### config.mk
export PLATFORM = sky130hd
export DESIGN_NAME = ising_run_ctrl
export DESIGN_NICKNAME = d
export VERILOG_FILES = /design/src/rtl/ising_ctrl_pkg.sv /design/src/rtl/ising_run_ctrl_osc_sync.sv /design/src/rtl/ising_run_ctrl.sv
export SDC_FILE = /design/constraint.sdc
export NUM_CORES = 1
export LEC_CHECK = 0
export CAP_MARGIN = 20
export CORE_ASPECT_RATIO = 1.5
export CORE_MARGIN = 3
export CORE_UTILIZATION = 49
export DETAILED_ROUTE_END_ITERATION = 10
export PLACE_DENSITY = 0.79
export SLEW_MARGIN = 10
export SYNTH_ARGS = -nofsm -noshare
export SYNTH_HDL_FRONTEND = slang
export SYNTH_SLANG_ARGS = --single-unit
export TNS_END_PERCENT = 5
### constraint.sdc
create_clock -name clk -period 3.2 [get_ports clk]
set_clock_uncertainty 0.2 [all_clocks]
set_input_delay 0.64 -clock clk [delete_from_list [all_inputs] [get_ports clk]]
set_output_delay 0.64 -clock clk [all_outputs]
set_load 0.05 [all_outputs]
### src/rtl/ising_ctrl_pkg.sv
// Shared types and default sizing for the Ising machine run controller.
// The optional majority-vote sampler is enabled by defining MAJORITY_SAMPLE_EN.
package ising_ctrl_pkg;

  localparam int N_DEF          = 8;
  localparam int WW_DEF         = 3;
  localparam int CNTW_DEF       = 16;
  localparam int HOLD_DEF       = 4;
  localparam int SAMPLE_LEN_DEF = 15;

  typedef enum logic [2:0] {
    IDLE     = 3'd0,
    HOLD_RST = 3'd1,
    RUN      = 3'd2,
    SAMPLE   = 3'd3,
    DONE     = 3'd4
  } state_t;

  // Width of one weight row (all couplings into a single spin).
  function automatic int row_w(input int n, input int ww);
    return n * ww;
  endfunction

  // Width of a per-spin agreement counter for a vote window of len cycles.
  function automatic int agree_w(input int len);
    return $clog2(len + 1);
  endfunction

endpackage

### src/rtl/ising_run_ctrl_osc_sync.sv
// N-bit two-flop synchronizer bringing the free-running oscillator outputs
// into the clk domain; async active-low reset clears both stages.
module osc_sync #(
  parameter int W = 8
) (
  input  logic         clk,
  input  logic         rstn,
  input  logic [W-1:0] d,
  output logic [W-1:0] q
);

  logic [W-1:0] meta_reg;
  logic [W-1:0] sync_reg;

  always_ff @(posedge clk or negedge rstn) begin
    if (!rstn) begin
      meta_reg <= '0;
      sync_reg <= '0;
    end else begin
      meta_reg <= d;
      sync_reg <= meta_reg;
    end
  end

  assign q = sync_reg;

endmodule

### src/rtl/ising_run_ctrl.sv
// Solve sequencer for the oscillator array: weight register file, reset/run/sample
// FSM and result handshake. Define MAJORITY_SAMPLE_EN for a SAMPLE_LEN-cycle vote.
module ising_run_ctrl
  import ising_ctrl_pkg::*;
#(
  parameter int N          = N_DEF,
  parameter int WW         = WW_DEF,
  parameter int CNTW       = CNTW_DEF,
  parameter int HOLD       = HOLD_DEF,
  parameter int SAMPLE_LEN = SAMPLE_LEN_DEF
) (
  input  logic                  clk,
  input  logic                  rstn,
  input  logic                  cfg_we,
  input  logic [$clog2(N)-1:0]  cfg_row,
  input  logic [N*WW-1:0]       cfg_data,
  input  logic                  start,
  input  logic [CNTW-1:0]       run_cycles,
  output logic                  busy,
  output logic                  osc_rstn,
  output logic [N*N*WW-1:0]     weights,
  input  logic [N-1:0]          osc_out,
  output logic                  res_valid,
  input  logic                  res_ready,
  output logic [N-1:0]          res_spins
);

  localparam int RW  = row_w(N, WW);
  localparam int RIW = $clog2(N);
`ifdef MAJORITY_SAMPLE_EN
  localparam int SAMPLE_CYC = SAMPLE_LEN;
  localparam int AW         = agree_w(SAMPLE_LEN);
`else
  localparam int SAMPLE_CYC = 1;
`endif
  localparam logic [CNTW-1:0] HOLD_LAST   = CNTW'(HOLD - 1);
  localparam logic [CNTW-1:0] SAMPLE_LAST = CNTW'(SAMPLE_CYC - 1);

  state_t          state_reg, state_next;
  logic [CNTW-1:0] cnt_reg, cnt_next;
  logic [CNTW-1:0] rc_reg, rc_next;
  logic            pend_reg;
  logic            res_valid_reg;
  logic [N-1:0]    res_spins_reg;
  logic [N-1:0]    osc_s;
  logic [N-1:0]    vote;
  logic            sample_entry;

  osc_sync #(.W(N)) u_sync (
    .clk  (clk),
    .rstn (rstn),
    .d    (osc_out),
    .q    (osc_s)
  );

  // Weight rows only accept writes while idle; out-of-range rows match nothing.
  generate
    for (genvar gi = 0; gi < N; gi++) begin : g_row
      logic [RW-1:0] row_reg;
      always_ff @(posedge clk or negedge rstn) begin
        if (!rstn)
          row_reg <= '0;
        else if (cfg_we && (state_reg == IDLE) && (cfg_row == RIW'(gi)))
          row_reg <= cfg_data;
      end
      assign weights[gi*RW +: RW] = row_reg;
    end
  endgenerate

  always_comb begin
    state_next = state_reg;
    cnt_next   = cnt_reg;
    rc_next    = rc_reg;
    case (state_reg)
      IDLE: begin
        if (start) begin
          state_next = HOLD_RST;
          rc_next    = run_cycles;
          cnt_next   = '0;
        end
      end
      HOLD_RST: begin
        if (cnt_reg == HOLD_LAST) begin
          cnt_next   = '0;
          state_next = (rc_reg == '0) ? SAMPLE : RUN;
        end else begin
          cnt_next = cnt_reg + 1'b1;
        end
      end
      RUN: begin
        // Compare against rc-1 so a full-scale rc never needs the counter to wrap.
        if (cnt_reg == (rc_reg - 1'b1)) begin
          cnt_next   = '0;
          state_next = SAMPLE;
        end else begin
          cnt_next = cnt_reg + 1'b1;
        end
      end
      SAMPLE: begin
        if (cnt_reg == SAMPLE_LAST) begin
          cnt_next   = '0;
          state_next = DONE;
        end else begin
          cnt_next = cnt_reg + 1'b1;
        end
      end
      DONE: begin
        if (res_valid_reg && res_ready)
          state_next = IDLE;
      end
      default: state_next = IDLE;
    endcase
  end

  assign sample_entry = (state_next == SAMPLE) && (state_reg != SAMPLE);

  assign vote[0] = 1'b1;
  generate
    for (genvar gi = 1; gi < N; gi++) begin : g_vote
`ifdef MAJORITY_SAMPLE_EN
      logic [AW-1:0] agree_reg;
      always_ff @(posedge clk or negedge rstn) begin
        if (!rstn)
          agree_reg <= '0;
        else if (sample_entry)
          agree_reg <= '0;
        else if ((state_reg == SAMPLE) && (osc_s[gi] == osc_s[0]))
          agree_reg <= agree_reg + 1'b1;
      end
      assign vote[gi] = (agree_reg > AW'(SAMPLE_LEN / 2));
`else
      logic match_reg;
      always_ff @(posedge clk or negedge rstn) begin
        if (!rstn)
          match_reg <= 1'b0;
        else if (state_reg == SAMPLE)
          match_reg <= (osc_s[gi] == osc_s[0]);
      end
      assign vote[gi] = match_reg;
`endif
    end
  endgenerate

  // The decision is registered one cycle after SAMPLE ends so it sees the final sample.
  always_ff @(posedge clk or negedge rstn) begin
    if (!rstn) begin
      state_reg     <= IDLE;
      cnt_reg       <= '0;
      rc_reg        <= '0;
      pend_reg      <= 1'b0;
      res_valid_reg <= 1'b0;
      res_spins_reg <= '0;
    end else begin
      state_reg <= state_next;
      cnt_reg   <= cnt_next;
      rc_reg    <= rc_next;
      if ((state_reg == SAMPLE) && (state_next == DONE)) begin
        pend_reg <= 1'b1;
      end else if (pend_reg) begin
        pend_reg      <= 1'b0;
        res_valid_reg <= 1'b1;
        res_spins_reg <= vote;
      end else if (res_valid_reg && res_ready) begin
        res_valid_reg <= 1'b0;
      end
    end
  end

  assign busy      = (state_reg != IDLE);
  assign osc_rstn  = (state_reg == RUN) || (state_reg == SAMPLE);
  assign res_valid = res_valid_reg;
  assign res_spins = res_spins_reg;

endmodule
[After elaboration in Yosys (flattened, before gate mapping)]
Index checks and enable logic that the tools add are counted.
Cells by class
  add/sub/neg operators: 2
  multiply operators: 0
  divide/modulo/power cells: 0
  $lt $le $gt $ge: 0
  equal/unequal tests: 22
  shift-type cells: 0
  mux-type cells: 15
  bitwise operators: 1
  reductions and logical operators: 23
Operators by type and width (number)
  $mux 16: 4
  $pmux 16 s4: 1
  $logic_not 16->1: 2
  $eq 3x3->1 const B: 6
  $add 16x1->16 const B: 1
  $eq 16x16->1: 1
  $eq 16x2->1 const B: 1
  $sub 16x1->16 const B: 1
  $mux 3: 5
  $pmux 3 s5: 1
  $eq 3x2->1 const B: 4
  $logic_and 1x1->1: 11
  $reduce_and 2->1: 4
  $eq 1x1->1: 7
  $eq 3x1->1 const B: 2
  $logic_not 3->1: 2
  $mux 1: 4
  $reduce_bool 4->1: 1
  $reduce_bool 3->1: 1
  $ne 2x2->1 const B: 1
  $reduce_bool 2->1: 1
  $logic_or 1x1->1: 1
  $not 1->1: 1
Storage, ports and cells
  bits in registers: 260
  bits in latches: 0
  memory bits (writable): 0
  bits in read-only memories: 0
  input bits: 56
  output and inout bits: 203
  logic and storage cells: 86
  memories kept: 0

[Logic depth before layout (Yosys ltp)]
Gate-level depths: netlist of run 1.
  depth after elaboration: 8
  depth in mapped cells: 11
  depth with buffers taken out: 10

[By module]
Synthesis of run 1 repeated with hierarchy kept, for this count alone.
Second synthesis, totals
  cells, all modules: 754
  area total of the unflattened synthesis: 10482.6 um^2
Modules (own cells, without submodules)
  ising_run_ctrl: times used 1, cells each 738, area an instance 10082.2 um^2, seq. area each 6105.9 um^2
  osc_sync: times used 1, cells each 16, area an instance 400.4 um^2, seq. area each 400.4 um^2

[Worst setup path after synthesis of run 1]
Ideal clock, no wire load.
  path kind: register -> register
  from: register cnt_reg[2]
  to: register cnt_reg[3]
  setup time: 0.124 ns
  arrival: 2.275 ns
  required time: 2.876 ns
  slack: 0.601 ns
  cell stages (with the launch flop): 9
  path buffers: 1
  clock period less this slack: 2.599 ns
  path through: dfrtp_1 or4_1 nor4_2 a21oi_1 a211oi_2 a21o_2 buf_6 nor3_1 a211o_1
Between the ends
  cells in the longest elaborated chain, start to end: 3
  elaborated cells between the ends (all ways): 8
  those cells by class: add/sub (1); eq/ne (2); mux (4); reduce/logical (1)
Ends and longest elaborated chain
  from (decl): line ising_run_ctrl.sv:40  | logic [CNTW-1:0] cnt_reg, cnt_next;
  from (signal assigned): line ising_run_ctrl.sv:155  | cnt_reg <= cnt_next;
  $add 16x1->16 (tied with other cells): line ising_run_ctrl.sv:87, ising_run_ctrl.sv:96, ising_run_ctrl.sv:104
  $mux 16, on equally long branches: line ising_run_ctrl.sv:100, ising_run_ctrl.sv:83, ising_run_ctrl.sv:92
  $pmux 16 s4 *: line ising_run_ctrl.sv:74  | case (state_reg)
Every way passes the cells marked *; elsewhere a longest branch is shown, timed or not.
A chain may end at the register's enable or synchronous reset.

[Worst setup path after layout of run 1]
  from: register rc_reg[0]
  to: register cnt_reg[10]
Between the ends
  cells in the longest elaborated chain, start to end: 4
Ends and longest elaborated chain
  from (decl): line ising_run_ctrl.sv:41  | logic [CNTW-1:0] rc_reg, rc_next;
  from (signal assigned): line ising_run_ctrl.sv:156  | rc_reg <= rc_next;
  $sub 16x1->16: line ising_run_ctrl.sv:92  | if (cnt_reg == (rc_reg - 1'b1)) begin
  $eq 16x16->1: line ising_run_ctrl.sv:92
  $mux 16: line ising_run_ctrl.sv:92
  $pmux 16 s4: line ising_run_ctrl.sv:74
No other way between the ends.

==> summary.md, run 1 <==
| Metric | Value |
|---|---|
| Worst Hold Launch | u_sync.meta_reg[4]$_DFF_PN0_ |
| Seq/Total Area, Yosys | 0.6208 |
| Leak | 6.386 nW |
| TritonCTS clock tree | done |
| Routed wire per std cell | ~21 um |
| GRT met1 Usage | 0.2654 |
| Clock Tree Buf Depth | 3 |
| CTS Sinks | 260 |
| Placed cell areas | 0.01349 sq mm |
| Share of the synthesized area in the top cell type | 0.6208 |
| Post-synth EDFFs | 0 |
| I/O pins | 259 |
| Busiest grt layer | met2 |
| CP Launch Type | flop |
| DP HPWL | 19,120 um |
| Vias post-DR | 7,001 |
| Fin cells | 1,294 |
| Post-route minimum period | 3001 ps |
| Met3 usage | 0.04761 |
| Layout cell share with drive strength beyond 1 | 0.2853 |
| MaxCap Viol Count | 0 |
| Worst EP arrival | 3190 ps |
| Fin. Hold Viols | 0 |
| Launching point of the worst reg2reg path | rc_reg[0]$_DFFE_PN0P_ |
| Met2 Resource Use GR | 0.4215 |
| Gpl congestion | ~0.85 |
| GRT overflow | 0 |
| Drt pass-1 iters | 4 |
| Cells after DPL | 1,245 |
| Synthesized area per cell | 14.32 sq um |
| Number of distinct library cells after synthesis | 54 |
| Hold Crit Depth | 0 |
| H-tree depth | 1 |
| Final Slew Violations | 0 |
| Critical Path RT | 3390 ps |
| Antenna violations before repair | 3 |
| Yosys top cell by area | dfrtp_1 |
| FF-to-FF End | cnt_reg[10]$_DFFE_PN0P_ |
| Status | completed |
| Setup TNS | 0 ps |
| Top post-synthesis cells by area | dfrtp_1 62%, mux2_2 23%, xor2_1 1.7% |
| Worst IR drop on VDD | 734.0 uV |
| Syn nets | between 700 and 800 |
| FF-to-FF setup slack | about 200 ps |
| Post-DR vias/cell | about 5.4 |
| Fin util | 0.6938 |
| Total GRT Usage | 0.2285 |
| Post-route ant nets | 0 |
| First-pass GRT wire length | 41,930 um |
| Critical Path End Type | flop |
| Worst Hold End | u_sync.q[4]$_DFF_PN0_ |
| 1st-iter DRT viols | ~330 |
| Tcrit/Tclk final | 0.9377 |
| Initial core utilization | 0.5053 |
| DR DRC count | 0 |
| Synth Instances | around 730 |
| Area growth syn-to-layout | 37.31% |
| Seq cells post-synth | 260 |
| Die ar. | 0.02322 sq mm |
| Worst-Margin Slew | roughly 600 ps |
| Max FO, Critical Path | 23 |
| Worst slew margin | 0.5967 |
| Final Power | around 18 mW |
| Die width | 125.4 um |
| PwrDens | 1230 mW/mm^2 |
| Register-to-Register Path Depth | 10 |
| Final WL | 26,940 um |
| Clk root buf | clkbuf_16 |
| Core Area | between 0.02 and 0.025 sq mm |
| Most common cell after layout, fill and taps aside | dfrtp_1 |
| Hold Path Class | flop to flop |
| Fin nets | 1,068 |
| Clock-pin slew on the worst setup and hold paths | 60 ps |
| Cell Rows | 64 |
| Port Buffers | 258 |
| Final setup vio count | 0 |
| Max reg flops | 192 |
| Ys Warns | 0 |
| Vias in the first global route | 7,345 |
| Post-synth ARST share | 1.000 |
| Top FF cell, synth | dfrtp_1 |
| Die Ht | 185.1 um |
| CTS Buf Count | 25 |
| Final Instance Area | 0.01439 sq mm |
| Setup bufs post-CTS | 0 |
| Crit path kind | flop to flop |
| Most frequent cells in the layout | 260 x dfrtp_1, 256 x clkdlybuf4s50_1, 213 x mux2_2, 39 x nand2_1, 25 x clkbuf_16 |
| Largest net degree at the start of global routing | 98 |
| Peak Freq | ~0.33 GHz |
| Worst-skew pair later-pin latency | 510 ps |
| RSZ-0062 raised after global routing | no |
| Synth Cell Area | 0.01048 sq mm |
[area by class of cell]
class | count | area, sq um
fill | 1458 | 6350
timing repair buffer | 281 | 2811
tap | 264 | 330.3
clock buffer | 32 | 711.9
sequential | 260 | 6506
antenna | 3 | 7.507
inverter | 7 | 26.28
multi-input combinational | 434 | 3827
clock inverter | 13 | 168.9
[metal layers]
| metal | vias to the layer above | wire length [um] |
|---|---|---|
| li1 | 3161 | - |
| met1 | 3535 | 10130 |
| met2 | 256 | 14340 |
| met3 | 49 | 1677 |
| met4 | 0 | 804 |
| met5 | - | 0 |
[stage by stage]
stage | worst slack (ps) | hold WS, ps
5_1_grt | 45.79 | 153.8
3_5_place_dp | 279.6 | 134.7
3_3_place_gp | 390.5 | 132.2
6_report | 199.3 | 145.9
4_1_cts | 178.9 | 147.6
2_1_floorplan | 600.7 | 131.2
[cells by family after synthesis]
| family | after synthesis | share of synthesized area |
|---|---|---|
| compound gates | 52 | 0.03283 |
| xor+xnor | 28 | 0.02340 |
| mux | 215 | 0.2308 |
| simple gates | 136 | 0.07283 |
| flops | 260 | 0.6208 |
| fa+ha+maj | 3 | 0.003582 |
| buf+inv | 38 | 0.01576 |
[worst max-delay path by stage]
stage	startpoint	end	depth (start not counted)
detailed placement	rc_reg[0]$_DFFE_PN0P_	cnt_reg[10]$_DFFE_PN0P_	10
global placement	rc_reg[0]$_DFFE_PN0P_	cnt_reg[10]$_DFFE_PN0P_	8
floorplan	cnt_reg[2]$_DFFE_PN0P_	cnt_reg[3]$_DFFE_PN0P_	8
finish	rc_reg[0]$_DFFE_PN0P_	cnt_reg[10]$_DFFE_PN0P_	10
CTS	state_reg[2]$_DFF_PN0_	osc_rstn	2
global route	rc_reg[0]$_DFFE_PN0P_	cnt_reg[11]$_DFFE_PN0P_	10
[worst max-delay path, cell delays in order (launching register included)]
cell,delay (ps)
dfrtp_1,450
inv_1,110
ha_1,270
nor4b_1,320
nand4_1,180
a32oi_1,180
nor3b_1,180
and4_1,230
a21o_2,380
nor3b_1,110
a211o_1,270
[report_power, final]
group          switching, mW  internal [mW]
registers              0.851           4.62
logic                   5.85           3.26
clock network           1.22           1.89
[cell usage after synthesis, types with 3 or more instances]
| master | count |
|---|---|
| nand3_1 | 8 |
| nand2b_1 | 7 |
| o21ai_1 | 3 |
| nand2_1 | 39 |
| a211o_1 | 4 |
| a21oi_1 | 7 |
| and2_1 | 3 |
| nor3_1 | 5 |
| ha_1 | 3 |
| a21o_1 | 4 |
| o21ai_0 | 14 |
| nor4_1 | 6 |
| nand3b_1 | 3 |
| buf_2 | 6 |
| mux2_2 | 213 |
| or2_2 | 3 |
| clkbuf_1 | 21 |
| xnor2_1 | 8 |
| dfrtp_1 | 260 |
| inv_1 | 7 |
| or3_1 | 3 |
| nor2b_1 | 6 |
| and3_1 | 9 |
| xor2_1 | 20 |
| nor2_1 | 18 |
| nand4_1 | 3 |
| o21bai_1 | 6 |
| nor3b_1 | 9 |
[what timing repair did]
item | 4_1_cts | 5_1_grt
setup endpoints to repair | 1 | 0
resized for setup | 1 | 0
hold buffers | 1 | 0
hold endpoints to repair | 39 | 0
No activity file was read; power rests on OpenSTA's default activity.
==> inputs of run 2 (changes only) <==
--- a/config.mk
+++ b/config.mk
@@ -7,7 +7,7 @@
 export LEC_CHECK = 0
 export CAP_MARGIN = 20
 export CORE_ASPECT_RATIO = 1.5
-export CORE_MARGIN = 3
+export CORE_MARGIN = 10
 export CORE_UTILIZATION = 49
 export DETAILED_ROUTE_END_ITERATION = 10
 export PLACE_DENSITY = 0.79
==> summary.md, run 2 (synthesized netlist as in run 1, its figures left out) <==
| Metric | Value |
|---|---|
| Status | completed |
| Die ar. | 0.02776 sq mm |
| Setup crit end | busy |
| Vias post-DR | 6,961 |
| Fin nets | about 1.1k |
| Clk root buf | clkbuf_16 |
| RSZ-0062 raised after global routing | no |
| Crit path kind | flop to output port |
| Drt pass-1 iters | 4 |
| TritonCTS clock tree | done |
| Crit path from | state_reg[0]$_DFF_PN0_ |
| Peak Freq | between 0.3 and 0.4 GHz |
| Area growth syn-to-layout | 37.13% |
| Placed cell areas | about 0.014 sq mm |
| Final WL | a little under 30,000 um |
| GRT overflow | 0 |
| CTS Buf Count | 25 |
| Post-route minimum period | 3011 ps |
| CP Launch Type | flop |
| Cells after DPL | approximately 1.3k |
| Largest net degree at the start of global routing | 66 |
| Max FO, Critical Path | 8 |
| Fin. Hold Viols | 0 |
| Final setup vio count | 0 |
| Max reg flops | ~190 |
| Layout cell share with drive strength beyond 1 | 0.2867 |
| Routed wire per std cell | 22.40 um |
| Leak | 6.357 nW |
| FF-to-FF End | cnt_reg[10]$_DFFE_PN0P_ |
| Final Power | 17.76 mW |
| Clock Tree Buf Depth | 3 |
| Tcrit/Tclk final | 0.9409 |
| CTS Sinks | 260 |
| Min Hold Slack | about 150 ps |
| Initial core utilization | 0.4975 |
| I/O pins | 259 |
| Clock-pin slew on the worst setup and hold paths | roughly 60 ps |
| Fin cells | 1,299 |
| Slack of the critical path | 189.2 ps |
| MaxCap Viol Count | 0 |
| Fin util | 0.6823 |
| Port Buffers | 258 |
| Vias in the first global route | approximately 7.5k |
| Final Instance Area | ~0.014 sq mm |
| Setup TNS | 0 ps |
| Die width | 139.4 um |
| Post-route ant nets | 0 |
| Worst IR drop on VDD | between 1000 and 1500 uV |
| Post-DR vias/cell | ~5.4 |
| Die Ht | 199.1 um |
| Register-to-Register Path Depth | 10 |
| Place WS | between 200 and 300 ps |
| Most frequent cells in the layout | 260 x dfrtp_1, 256 x clkdlybuf4s50_1, 213 x mux2_2, 39 x nand2_1, 25 x clkbuf_16 |
| Antenna violations before repair | 2 |
| Worst EP arrival | 2170 ps |
| Total GRT Usage | 0.2033 |
| DP HPWL | 21,110 um |
| 1st-iter DRT viols | around 240 |
| Worst-skew pair later-pin latency | between 500 and 600 ps |
| H-tree depth | 1 |
| PwrDens | approximately 1200 mW/mm^2 |
| Setup bufs post-CTS | 0 |
| Cell Rows | 65 |
| DR DRC count | 0 |
| Launching point of the worst reg2reg path | rc_reg[0]$_DFFE_PN0P_ |
| Gpl congestion | 0.8736 |
| FF-to-FF setup slack | 230 ps |
| Critical Path End Type | output port |
| Core Area | approximately 0.021 sq mm |
| Critical Path RT | 2360 ps |
| Most common cell after layout, fill and taps aside | dfrtp_1 |
| First-pass GRT wire length | 44,840 um |
| Worst slew margin | 0.5998 |
| Final Slew Violations | 0 |
| Worst-Margin Slew | 598.4 ps |
| Hold Path Class | flop to flop |
[run 2: final cells by class]
| class | count | area [sq um] |
|---|---|---|
| fill | 1505 | 6693 |
| sequential | 260 | 6506 |
| multi-input combinational | 434 | 3827 |
| timing repair buffer | 283 | 2814 |
| clock buffer | 27 | 643.1 |
| tap | 268 | 335.3 |
| clock inverter | 18 | 214.0 |
| inverter | 7 | 26.28 |
| antenna | 2 | 5.005 |
[run 2: repair_timing]
item	in CTS	in global routing
hold buffers	1	0
resized for setup	1	0
endpoints found under the setup margin	1	0
hold endpoints to repair	60	0
[run 2: metal layers]
metal | global-route usage | up-vias | wire (um)
li1 | - | 3155 | -
met1 | 0.2250 | 3522 | 11030
met2 | 0.3571 | 231 | 14860
met3 | 0.06249 | 53 | 2173
met4 | 0.08098 | 0 | 1039
met5 | 0 | - | 0
[run 2: power by group]
group	internal, mW	switching (mW)
registers	4.62	0.873
clock network	1.79	1.29
logic	3.26	5.93
total	9.68	8.09
[run 2: worst min path at each step]
stage	from	endpoint	slack (ps)	depth (start not counted)
after floorplan	u_sync.meta_reg[0]$_DFF_PN0_	u_sync.q[0]$_DFF_PN0_	130	0
after global placement	u_sync.meta_reg[5]$_DFF_PN0_	u_sync.q[5]$_DFF_PN0_	130	0
after detailed placement	u_sync.meta_reg[0]$_DFF_PN0_	u_sync.q[0]$_DFF_PN0_	130	0
after CTS	u_sync.meta_reg[0]$_DFF_PN0_	u_sync.q[0]$_DFF_PN0_	150	0
after global routing	u_sync.meta_reg[1]$_DFF_PN0_	u_sync.q[1]$_DFF_PN0_	160	0
final	u_sync.meta_reg[0]$_DFF_PN0_	u_sync.q[0]$_DFF_PN0_	150	0
[run 2: worst max-delay path, cell delays in order, from the launching register on]
cell and delay, ps:
dfrtp_1 450, or2_2 320, nor2_1 290, inv_1 130, dlygate4sd2_1 450
==> inputs of run 3 (changes only) <==
--- a/config.mk
+++ b/config.mk
@@ -14,5 +14,6 @@
 export SLEW_MARGIN = 10
 export SYNTH_ARGS = -nofsm -noshare
 export SYNTH_HDL_FRONTEND = slang
+export SYNTH_HIERARCHICAL = 1
 export SYNTH_SLANG_ARGS = --single-unit
 export TNS_END_PERCENT = 5
==> constraint.sdc (replaced) <==
create_clock -name clk -period 3.2 [get_ports clk]
set_clock_uncertainty 0.2 [all_clocks]
set_input_delay 0.8 -clock clk [delete_from_list [all_inputs] [get_ports clk]]
set_output_delay 0.8 -clock clk [all_outputs]
set_load 0.05 [all_outputs]
==> summary.md, run 3 <==
| Metric | Value |
|---|---|
| Fin nets | 1,090 |
| Setup TNS | 0 ps |
| Number of distinct library cells after synthesis | 48 |
| Place WS | 58.07 ps |
| Final Slew Violations | 0 |
| RSZ-0062 raised after global routing | no |
| Vias in the first global route | 7,632 |
| Setup bufs post-CTS | 0 |
| Cell Rows | 65 |
| Synth Cell Area | 0.01048 sq mm |
| DP HPWL | 20,600 um |
| Largest net degree at the start of global routing | 75 |
| Post-synth top cells | 260 x dfrtp_1, 211 x mux2_2, 64 x nand2_1 |
| GRT overflow | 0 |
| Antenna violations before repair | 2 |
| I/O pins | between 200 and 300 |
| Post-DR vias/cell | 5.418 |
| Syn nets | 813 |
| Cells after DPL | 1,271 |
| WP buf/inv | 1 |
| Clock Tree Buf Depth | 3 |
| Most common cell after layout, fill and taps aside | dfrtp_1 |
| Max incr delay on CP | between 500 and 600 ps |
| Critical Path End Type | flop |
| Top post-synthesis cells by area | dfrtp_1 62%, mux2_2 23%, nand2_1 2.3% |
| DR DRC count | 0 |
| Max reg flops | 192 |
| Crit path max-delay family | simple AND/OR/NAND/NOR gates |
| Placed cell areas | 0.01356 sq mm |
| Synthesized area per cell | 13.90 sq um |
| Worst slew margin | 0.4779 |
| Tcrit/Tclk final | 0.9408 |
| Routed wire per std cell | between 20 and 25 um |
| Seq/Total Area, Yosys | 0.6207 |
| 1st-iter DRT viols | around 350 |
| Crit path kind | flop to flop |
| Peak Freq | around 0.33 GHz |
| Highest metal layer with signal wires | met5 |
| Post-synth ARST share | 1.000 |
| Critical Path RT | between 3000 and 4000 ps |
| Slack of the critical path | 189.3 ps |
| Core Area | 0.02106 sq mm |
| Area growth syn-to-layout | 37.54% |
| Ys Warns | 6 |
| Status | completed |
| Top FF cell, synth | dfrtp_1 |
| Total GRT Usage | 0.2029 |
| CP Launch Type | flop |
| Synth Instances | 754 |
| Vias post-DR | 7,141 |
| DR WL met3 | about 2500 um |
| Layout cell share with drive strength beyond 1 | 0.2803 |
| Final Instance Area | 0.01442 sq mm |
| CP max-delay cell | or4_4 |
| Die ar. | 0.02776 sq mm |
| Final WL | around 29,000 um |
| Met2 WL | 14,810 um |
| Worst-skew pair later-pin latency | roughly 530 ps |
| CTS Buf Count | 26 |
| Post-route ant nets | 0 |
| Clock-pin slew on the worst setup and hold paths | 60 ps |
| Total routed wire length on the met1 layer | 10,690 um |
| Die Ht | 199.1 um |
| # fillers | ~1.5k |
| Max FO, Critical Path | 20 |
| Most frequent cells in the layout | 260 x dfrtp_1, 255 x clkdlybuf4s50_1, 211 x mux2_2, 64 x nand2_1, 26 x clkbuf_16 |
| Clk root buf | clkbuf_16 |
| Drt pass-1 iters | 4 |
| Die width | approximately 140 um |
| CTS Sinks | 260 |
| MaxCap Viol Count | 0 |
| Final setup vio count | 0 |
| Critical path, cell by cell | or4_4, nand4b_4, or3b_1, a211o_1, a211oi_2, a21oi_1, buf_4, a21oi_1, mux2i_1 |
| Yosys top cell by area | dfrtp_1 |
| Share of the synthesized area in the top cell type | 0.6207 |
| Worst-Margin Slew | about 780 ps |
| Gpl congestion | 0.8750 |
| Hold Path Class | input pin to asynchronous set/reset pin |
| Post-synth EDFFs | 0 |
| Most instantiated library cell after synthesis | dfrtp_1 |
| Worst EP arrival | 3210 ps |
| Seq cells post-synth | 260 |
| Post-route minimum period | between 3000 and 4000 ps |
| Fin cells | 1,318 |
| Hold_buf cts | 0 |
| H-tree depth | 1 |
| Most frequent CP cell | a21oi_1 |
| TritonCTS clock tree | done |
| Fin. Hold Viols | 0 |
| Initial core utilization | 0.4977 |
| Port Buffers | 258 |
| First-pass GRT wire length | 44,880 um |
-- run 3: cell types whose count changed after synthesis, moves of 4 or more --
cell | before | now
nor2_1 | 18 | 14
nor3b_1 | 9 | 2
inv_1 | 7 | 12
xor2_1 | 20 | 14
o22ai_1 | 1 | 9
clkbuf_1 | 21 | 28
a31oi_1 | 2 | 6
nor3_1 | 5 | 9
nand2_1 | 39 | 64
o21bai_1 | 6 | 0
nor4_1 | 6 | 10
a21o_1 | 4 | 0
-- run 3: stage by stage --
step                hold WS, ps    util
floorplan                 131.2       -
global placement          132.6  0.6437
detailed placement        134.7  0.6437
CTS                       16.59  0.6832
global route              39.57  0.6843
finish                    9.191  0.6845
-- run 3: cell families after synthesis --
kind of cell,synth area share
compound gates,0.03068
xor+xnor,0.02089
fa+ha+maj,0.003581
buf+inv,0.01755
flops,0.6207
mux,0.2276
simple gates,0.07902
-- run 3: worst paths after layout --
path	startpoint	to	slack, ps	depth (start not counted)
setup / recovery	rc_reg[9]$_DFFE_PN0P_	cnt_reg[2]$_DFFE_PN0P_	190	9
hold / removal	rstn	g_row[3].row_reg[15]$_DFFE_PN0P_	9	1
setup reg to reg	rc_reg[9]$_DFFE_PN0P_	cnt_reg[2]$_DFFE_PN0P_	190	9
hold reg to reg	u_sync/meta_reg[1]$_DFF_PN0_	u_sync/q[1]$_DFF_PN0_	150	0
max in group asynchronous	rstn	g_row[7].row_reg[14]$_DFFE_PN0P_	1980	2
min in group clk	u_sync/meta_reg[1]$_DFF_PN0_	u_sync/q[1]$_DFF_PN0_	150	0
-- run 3: area by class of cell --
cell class / count / area, sq um / area share
diodes: 1 / 2.502 / 0.0001736
inverters: 12 / 45.04 / 0.003124
flip-flops and latches: 260 / 6506 / 0.4513
clock inverters: 8 / 86.33 / 0.005988
clock buffers: 38 / 745.7 / 0.05172
well taps: 268 / 335.3 / 0.02326
repair buffers: 283 / 2864 / 0.1986
multi-input cells: 448 / 3832 / 0.2658
-- run 3: metal layers --
layer | up-vias | global-route usage
met5 | - | 0
met4 | 2 | 0.06122
met3 | 49 | 0.07722
met2 | 222 | 0.3536
met1 | 3647 | 0.2250
li1 | 3221 | -
-- run 3: timing repair --
item / CTS / global route
gates resized for setup: 1 / 6
endpoints found under the setup margin: 1 / 17
pin swaps: 0 / 1
gates cloned: 0 / 0
-- run 3: worst reg2reg max path, stage by stage (launching register included) --
cell      delay [ps]
dfrtp_1          390
or4_4            550
nand4b_4         210
or3b_1           400
a211o_1          320
a211oi_2         210
a21oi_1           90
buf_4            230
a21oi_1          190
mux2i_1          100
Power of run 3 is left out: the tool's default activity adds up to more than one toggle a clock period on the data nets, which glitch-free logic cannot reach.
==> variant: new RTL, flow settings as in run 3 <==
The 5 states of `state_t` get a one-hot encoding in 5 bits.
--- a/src/rtl/ising_ctrl_pkg.sv
+++ b/src/rtl/ising_ctrl_pkg.sv
@@ -9,10 +9,10 @@
   localparam int SAMPLE_LEN_DEF = 15;
 
-  typedef enum logic [2:0] {
-    IDLE     = 3'd0,
-    HOLD_RST = 3'd1,
-    RUN      = 3'd2,
-    SAMPLE   = 3'd3,
-    DONE     = 3'd4
+  typedef enum logic [4:0] {
+    IDLE     = 5'b00001,
+    HOLD_RST = 5'b00010,
+    RUN      = 5'b00100,
+    SAMPLE   = 5'b01000,
+    DONE     = 5'b10000
   } state_t;
 
Check against the original RTL: no difference found for any inputs over 4 cycles, from zero or initial values and one cycle with rstn low; so few cycles prove little.
==> variant against run 3 <==
  * Sequential cell count rose by 2
  * Synthesized area rose by 2.3%
  * Core utilization is 0.59 points lower
  * Global-route usage rose by 0.27 points
  * Wire length up 3.3%
  * Non-clock buffer count grew 8
  * Final area up 1.8%
  * Worst setup slack better by 0.039 ns
==> variant: results <==
set metrics [dict create \
    grt_max_degree 63 \
    r2r_cells 10 \
    finalWeightedCongestion 0.860 \
    syn-num-nets 825 \
    yosysUniqueCellTypes 56 \
    placedCellCount 1290 \
    grt_pass1_wl_um 46600 \
    fillers 1582 \
    cp_slowest_cell "dfrtp_1" \
    arrival_ns 3.20 \
    r2r_start "rc_reg[3]" \
    max_stage_delay_ns 0.47 \
    synth_compound_area_share_pct 4.52 \
    status "complete, no violations" \
    wl_um 29800 \
    clkTransAtPathRegs_ns 0.06 \
    r2r_slack_ns 0.23 \
    dp.final_hpwl_um 21800 \
    wl_per_cell_um 22.2 \
    crit_fanout 11 \
    reg2reg_to "cnt_reg[10]" \
    yosys-top-cells-area "dfrtp_1 61%, mux2_2 23%, xor2_1 1.4%, nand3_1 1.1%, o21ai_0 1.0%" \
    power_leakage_uw 0.00629 \
    drive_gt1_share_pct 28.7 \
    muxShareOfSynthArea_pct 22.9 \
    cts-hold-fix-buffers 1 \
    via_per_inst 5.44 \
    synthXorXnorAreaFrac_pct 2.29 \
    hold_class "flip-flop to flip-flop" \
    first_iter_violations 283 \
    yosysSeqAreaShare_pct 61.1 \
    synthAdderAreaFrac_pct 0.350 \
    syn_area_per_cell_um2 14.0 \
    grt_antenna_before_repair 1 \
    track_usage_pct 20.6 \
]
==> variant: cell count changes after synthesis, moves of 5 or more <==
cell             run 3  this run
nand2_1             64        25
nand2b_1             4        10
nand3_1             11        24
clkbuf_1            28        18
nor2_1              14        24
o21ai_0             16        22
buf_2                3        15
o31ai_1              0         9
o22ai_1              9         4
==> variant: layer usage <==
metal	up-vias	track usage, %	wire length (um)
li1	3296	-	-
met1	3723	23.5	11300
met2	219	35.7	15300
met3	44	6.01	2140
met4	0	6.99	978
met5	-	0	0
==> variant: cell type report <==
cell class | instances | area [um^2] | area share [%]
inverter | 15 | 56.3 | 0.384
multi-input combinational | 451 | 3960 | 27.0
sequential | 262 | 6560 | 44.7
tap | 272 | 340 | 2.32
timing repair buffer | 291 | 2900 | 19.7
clock buffer | 38 | 736 | 5.01
antenna | 1 | 2.50 | 0.0170
clock inverter | 9 | 136 | 0.929
==> variant: metrics by stage <==
step	utilization [%]	worst slack [ns]	hold slack, ns	cell area (um^2)
2_1_floorplan	-	0.446	0.131	10700
3_3_place_gp	63.8	0.330	0.132	13800
3_5_place_dp	63.8	0.281	0.136	13800
4_1_cts	67.8	0.214	0.151	14700
5_1_grt	67.9	0.0118	0.153	14700
6_report	67.9	0.229	0.144	14700
==> variant: worst max path at each step <==
stage                 start           to  slack [ns]  cells after the start
2_1_floorplan     rc_reg[6]  cnt_reg[15]        0.45                      9
3_3_place_gp      rc_reg[7]  cnt_reg[14]        0.33                      9
3_5_place_dp      rc_reg[7]  cnt_reg[10]        0.28                      9
4_1_cts        state_reg[2]         busy        0.21                      4
5_1_grt           rc_reg[3]  cnt_reg[10]        0.01                     10
6_report          rc_reg[3]  cnt_reg[10]        0.23                     10
==> variant: report_power, final <==
group	switching (uW)	internal (uW)
Combinational	6310	3450
Clock	1260	1840
Sequential	875	4690
